File: src/rtl/gpio_pkg.sv
// Shared register map, field widths and state encodings for the GPIO block.
// Consumed by gpio_io, gpio_debounce, the SOC address decoder and the bench.
package gpio_pkg;

  localparam int DATA_W = 32;
  localparam int ADDR_W = 4;
  localparam int CNT_W  = 16;

  localparam logic [ADDR_W-1:0] LED_OFFSET       = 4'h0;
  localparam logic [ADDR_W-1:0] BTN_STATE_OFFSET = 4'h4;
  localparam logic [ADDR_W-1:0] BTN_EDGE_OFFSET  = 4'h8;
  localparam logic [ADDR_W-1:0] IRQ_MASK_OFFSET  = 4'hC;

  typedef enum logic [1:0] {
    REG_LED       = 2'd0,
    REG_BTN_STATE = 2'd1,
    REG_BTN_EDGE  = 2'd2,
    REG_IRQ_MASK  = 2'd3
  } regSel_e;

  typedef enum logic {
    DB_STABLE = 1'b0,
    DB_CHECK  = 1'b1
  } dbState_e;

  // Word select from a byte offset; the two low address bits carry no meaning.
  function automatic regSel_e decodeReg(input logic [ADDR_W-1:0] addr);
    return regSel_e'(addr[3:2]);
  endfunction

endpackage

File: src/rtl/gpio_debounce.sv
// One button channel: 2-flop synchronizer feeding a STABLE/CHECK debounce FSM.
// rise_o pulses on the same edge the accepted level goes 0->1.
module gpio_debounce
  import gpio_pkg::*;
#(
  parameter int DEBOUNCE_CYCLES = 4
) (
  input  logic clk_i,
  input  logic rst_i,
  input  logic btn_i,
  output logic level_o,
  output logic rise_o
);

  localparam logic [CNT_W:0] TARGET = (CNT_W + 1)'(DEBOUNCE_CYCLES);
  localparam logic [CNT_W:0] ONE    = (CNT_W + 1)'(1);

  logic             sync1_q, sync2_q;
  logic             level_q, level_d;
  dbState_e         state_q, state_d;
  logic [CNT_W-1:0] cnt_q, cnt_d;
  logic [CNT_W:0]   cntNext;

  assign cntNext = {1'b0, cnt_q} + ONE;

  // The first differing sample already counts, so DEBOUNCE_CYCLES=1 accepts at once.
  always_comb begin
    state_d = state_q;
    cnt_d   = cnt_q;
    level_d = level_q;
    case (state_q)
      DB_STABLE: begin
        if (sync2_q != level_q) begin
          if (cntNext == TARGET) begin
            level_d = sync2_q;
          end else begin
            state_d = DB_CHECK;
            cnt_d   = cntNext[CNT_W-1:0];
          end
        end
      end
      DB_CHECK: begin
        if (sync2_q == level_q) begin
          state_d = DB_STABLE;
          cnt_d   = '0;
        end else if (cntNext == TARGET) begin
          level_d = sync2_q;
          state_d = DB_STABLE;
          cnt_d   = '0;
        end else begin
          cnt_d = cntNext[CNT_W-1:0];
        end
      end
      default: begin
        state_d = DB_STABLE;
        cnt_d   = '0;
      end
    endcase
  end

  always_ff @(posedge clk_i or posedge rst_i) begin
    if (rst_i) begin
      sync1_q <= 1'b0;
      sync2_q <= 1'b0;
      state_q <= DB_STABLE;
      cnt_q   <= '0;
      level_q <= 1'b0;
    end else begin
      sync1_q <= btn_i;
      sync2_q <= sync1_q;
      state_q <= state_d;
      cnt_q   <= cnt_d;
      level_q <= level_d;
    end
  end

  assign level_o = level_q;
  assign rise_o  = level_d & ~level_q;

endmodule

File: src/rtl/gpio_io.sv
// GPIO peripheral: LED register, debounced buttons with sticky W1C edges, read port.
// Define GPIO_IRQ_EN to enable IRQ_MASK and the registered irq output.
module gpio_io
  import gpio_pkg::*;
#(
  parameter int N_BTN           = 3,
  parameter int N_LED           = 5,
  parameter int DEBOUNCE_CYCLES = 4
) (
  input  logic              CLK,
  input  logic              RESET,
  input  logic [N_BTN-1:0]  BUTTONS,
  output logic [N_LED-1:0]  leds,
  input  logic [ADDR_W-1:0] bus_addr,
  input  logic              bus_wr,
  input  logic              bus_rd,
  input  logic [DATA_W-1:0] bus_wdata,
  input  logic [3:0]        bus_wmask,
  output logic [DATA_W-1:0] bus_rdata,
  output logic              bus_rvalid,
  output logic              irq
);

  logic [N_BTN-1:0]  btnState, btnRise;
  logic [N_LED-1:0]  led_q, led_d;
  logic [N_BTN-1:0]  edge_q, edge_d;
  logic [N_BTN-1:0]  maskVal;
  logic [DATA_W-1:0] rdata_q, readData;
  logic              rvalid_q;
  logic              wrEn;
  regSel_e           sel;
  logic              unusedBusBits;

  for (genvar gi = 0; gi < N_BTN; gi++) begin : g_btn
    gpio_debounce #(
      .DEBOUNCE_CYCLES(DEBOUNCE_CYCLES)
    ) u_debounce (
      .clk_i  (CLK),
      .rst_i  (RESET),
      .btn_i  (BUTTONS[gi]),
      .level_o(btnState[gi]),
      .rise_o (btnRise[gi])
    );
  end

  assign sel           = decodeReg(bus_addr);
  assign wrEn          = bus_wr & bus_wmask[0];
  assign unusedBusBits = ^{bus_wdata, bus_wmask, bus_addr};

  // A new rising edge wins over a simultaneous write-1-to-clear of the same bit.
  always_comb begin
    led_d  = led_q;
    edge_d = edge_q;
    if (wrEn && sel == REG_LED) begin
      led_d = bus_wdata[N_LED-1:0];
    end
    if (wrEn && sel == REG_BTN_EDGE) begin
      edge_d = edge_q & ~bus_wdata[N_BTN-1:0];
    end
    edge_d = edge_d | btnRise;
  end

  always_comb begin
    readData = '0;
    case (sel)
      REG_LED:       readData[N_LED-1:0] = led_q;
      REG_BTN_STATE: readData[N_BTN-1:0] = btnState;
      REG_BTN_EDGE:  readData[N_BTN-1:0] = edge_q;
      REG_IRQ_MASK:  readData[N_BTN-1:0] = maskVal;
      default:       readData = '0;
    endcase
  end

  always_ff @(posedge CLK or posedge RESET) begin
    if (RESET) begin
      led_q    <= '0;
      edge_q   <= '0;
      rdata_q  <= '0;
      rvalid_q <= 1'b0;
    end else begin
      led_q    <= led_d;
      edge_q   <= edge_d;
      rvalid_q <= bus_rd;
      rdata_q  <= bus_rd ? readData : '0;
    end
  end

`ifdef GPIO_IRQ_EN
  logic [N_BTN-1:0] mask_q;
  logic             irq_q;

  always_ff @(posedge CLK or posedge RESET) begin
    if (RESET) begin
      mask_q <= '0;
      irq_q  <= 1'b0;
    end else begin
      if (wrEn && sel == REG_IRQ_MASK) begin
        mask_q <= bus_wdata[N_BTN-1:0];
      end
      irq_q <= |(edge_q & mask_q);
    end
  end

  assign maskVal = mask_q;
  assign irq     = irq_q;
`else
  assign maskVal = '0;
  assign irq     = 1'b0;
`endif

  assign leds       = led_q;
  assign bus_rdata  = rdata_q;
  assign bus_rvalid = rvalid_q;

endmodule

File: config.mk
export PLATFORM = sky130hd
export DESIGN_NAME = gpio_io
export DESIGN_NICKNAME = d
export VERILOG_FILES = /design/src/rtl/gpio_pkg.sv /design/src/rtl/gpio_debounce.sv /design/src/rtl/gpio_io.sv
export SDC_FILE = /design/constraint.sdc
export NUM_CORES = 1
export LEC_CHECK = 0
export CORE_MARGIN = 3
export CORE_UTILIZATION = 45
export DETAILED_ROUTE_END_ITERATION = 6
export PLACE_DENSITY = 0.71
export SYNTH_ARGS = -nofsm -noshare
export SYNTH_HDL_FRONTEND = slang
export SYNTH_SLANG_ARGS = --single-unit
File: constraint.sdc
create_clock -name CLK -period 3.6 [get_ports CLK]
set_input_delay 0.72 -clock CLK [delete_from_list [all_inputs] [get_ports CLK]]
set_output_delay 0.72 -clock CLK [all_outputs]
set_load 0.005 [all_outputs]
==> metrics <==
sequence of cells on the critical path ha_1 -> nand3_1 -> or3_1 -> o21bai_1 -> a21boi_0 -> a31oi_1 -> buf_4 -> nor2_1 -> mux2_2; WHS 354 ps; Cell Pwr Density 545 nW/um^2; final WL 8.66 mm; main flop type after synthesis dfrtp_1; RSZ-0062 raised after global routing no; core area 9420 sq um; Reg clk slew, reported paths 70 ps; part of the cycle the worst path needs 0.812; yosys warns 0; CTS tree yes; vias per cell 5.54; critical path's largest stage delay 600 ps; Hold Crit Depth 0; Die Footprint 11100 sq um; min Tclk post-route 2920 ps; Final Hold Vio Count 0; n_diodes 0; worst hold path class flop to flop; fillers 831; clk buf depth 2; Synth-to-Final Area Change 9.58%; CP Data Required Time 3870 ps; IO Count 86; # port buffers 25; Setup crit start kind flop; Leak 2.27 nW; DRT antenna net count 0; area occupied by multi-input gates 2280 sq um; Top Usage Layer GRT met2; Worst Max-Slew Pin Slew 1030 ps; share of cells above drive strength 1 0.114; outcome finished, final reports clean; number of synthesized flops with an enable pin 0; vias in the first global route 3150; syn avg cell area 9.67 sq um; Setup TNS 0 ps; initial antenna violation count 0; Distinct cells, synth 63; die height 105 um; Die W 105 um; Final Slew Violations 0; post-CTS setup buffers 0; post-layout util 0.515; Worst slew margin 0.311; fin nets 526; DRC Markers 0; critical path arrival 3190 ps; post-synthesis cell count 458; drt first pass iters 5; Mapped Area 4430 sq um; GRT Total Usage 0.160; Final Power 2.64 mW; # setup viols final 0; CP max-delay cell nor2_1; vias 3382; largest net degree at the start of global routing 29; drt wl/cell 14.2 um; met3 Usage GRT 0.0463; maximum vdd drop 0.213 mV; critical path class flop to flop; sequential cell area fraction in the yosys report 0.418; Worst R2R Path Depth 9; Clock Latency Late Sink 340 ps; crit end category flop; Max Fclk 342 MHz; HPWL after detailed placement 6.14 mm; pre-CTS setup slack 690 ps; H-Tree Depth 3; Num CTS Buffers 9; Core Rows 35; GR Overflow Total 0; GR Util met1 0.222; Sink Count 74; PnR worst setup slack 676 ps; first-pass GRT wire length 14.7 mm; Final Skew 18.6 ps; Crit Path Max Fanout 13; post-cts sizing count 0; GPL Wtd Cong 0.894; FF/Latch Area 1850 sq um; met2 layer usage reported by global route 0.242; MaxCap Viol Count 0; Async S/R FF share, synth 1.00; Iteration-0 DRC Markers 196; root buf cell clkbuf_8; starting density of the core 0.470; Hold Buf Count CTS 0; Synth Register Bits 74
## power breakdown
group | total [mW] | internal (mW) | switching, mW
combinational | 0.789 | 0.336 | 0.453
clock | 0.735 | 0.429 | 0.306
sequential | 1.12 | 0.965 | 0.153
total | 2.64 | 1.73 | 0.913
## worst max-delay path: cells and delay by family (launching register included)
kind	cells	cell delay, ps
AO/OA/AOI/OAI	3	490
buffers and inverters	1	190
multiplexers	1	290
AND/OR/NAND/NOR	3	1270
adder cells (fa/ha/maj)	1	220
flip-flops	1	410
## layout make-up
| cell class | instances | area share |
|---|---|---|
| inverter | 4 | 0.00310 |
| sequential | 74 | 0.382 |
| timing repair buffer | 33 | 0.0640 |
| multi-input combinational | 354 | 0.471 |
| tap | 129 | 0.0333 |
| clock inverter | 4 | 0.0152 |
| clock buffer | 12 | 0.0320 |
## path summary, 6_finish.rpt
check                                        startpoint                            to  slack [ps]
min reg2reg                 g_btn[0].u_debounce.sync1_q   g_btn[0].u_debounce.sync2_q         350
min in group asynchronous                         RESET  g_btn[0].u_debounce.cnt_q[3]         740
max                        g_btn[0].u_debounce.cnt_q[0]  g_btn[0].u_debounce.cnt_q[0]         680
min                         g_btn[0].u_debounce.sync1_q   g_btn[0].u_debounce.sync2_q         350
max in group asynchronous                         RESET  g_btn[2].u_debounce.cnt_q[5]        2080
max reg2reg                g_btn[0].u_debounce.cnt_q[0]  g_btn[0].u_debounce.cnt_q[0]         680
## sequential cells by signal (all words and copies together) (netlist names)
| signal | cells |
|---|---|
| g_btn.u_debounce.cnt_q | 48 |
| bus_rdata | 5 |
| leds | 5 |
| edge_q | 3 |
| g_btn.u_debounce.level_o | 3 |
| g_btn.u_debounce.state_q | 3 |
| g_btn.u_debounce.sync1_q | 3 |
| g_btn.u_debounce.sync2_q | 3 |
| bus_rvalid | 1 |
## per-stage QoR
stage | instance area, sq um | cells
floorplan | 4530 | 485
global placement | 4620 | 594
detailed placement | 4620 | 594
CTS | 4850 | 610
global route | 4850 | 610
finish | 4850 | 610
## cells in the final DEF (no fill, tap or decap), drive strengths merged, types with 7 or more instances in the layout
| cell type | count |
|---|---|
| a211o | 21 |
| a21o | 7 |
| and3 | 25 |
| buf | 8 |
| clkbuf | 12 |
| clkdlybuf4s50 | 25 |
| conb | 28 |
| dfrtp | 74 |
| mux2 | 12 |
| mux2i | 7 |
| nand2 | 45 |
| nand2b | 9 |
| nand3 | 24 |
| nand4 | 16 |
| nor2 | 24 |
| nor3 | 20 |
| nor4 | 15 |
| o21ai | 17 |
| xnor2 | 14 |
## metal layers
layer / wire length [um] / share of wire
met3: 502 / 0.058
met1: 4180 / 0.48
met2: 3890 / 0.45
met4: 80 / 0.0092
met5: 0 / 0
## synthesized netlist by cell type (all sizes together) (2+ instances only)
cell    instances  area share
a221o           5       0.012
and4            3      0.0059
o211a           2      0.0045
a31oi           2      0.0028
and3b           2      0.0040
mux2           12       0.031
a211o          21       0.042
and3           25       0.035
nand4          16       0.023
a21o            7       0.012
nand2b          9       0.013
or2             3      0.0042
ha              3      0.0085
and2            3      0.0042
nor2b           2      0.0028
a21oi           2      0.0048
or4             2      0.0034
dfrtp          74        0.42
nor4b           3      0.0073
xor2            5      0.0099
a21boi          2      0.0034
buf            39       0.064
nor2           24       0.021
nand3          24       0.031
o21ai          17       0.019
nor3           20       0.023
xnor2          14       0.028
a22o            5      0.0099
nor3b           2      0.0034
or3             4      0.0057
nand2          45       0.038
clkbuf         13       0.014
nor4           15       0.026
o21a            4      0.0068
inv             4      0.0034
a211oi          2      0.0062
mux2i           7       0.016
or3b            3      0.0059
o31ai           3      0.0051
## kinds of logic (layout without fill, tap and decap cells)
family | count (synthesis) | count (layout) | synth area share
AOI/OAI and AO/OA | 80 | 80 | 0.144
DFF | 74 | 74 | 0.418
muxes | 19 | 19 | 0.0464
xor gates and xnor gates | 19 | 19 | 0.0376
adders and majority gates | 3 | 3 | 0.00848
other | 1 | 28 | 0.000847
and+or+nand+nor | 205 | 205 | 0.256
buffers and inverters | 57 | 53 | 0.0887
Power figures use the tool's default switching activity.
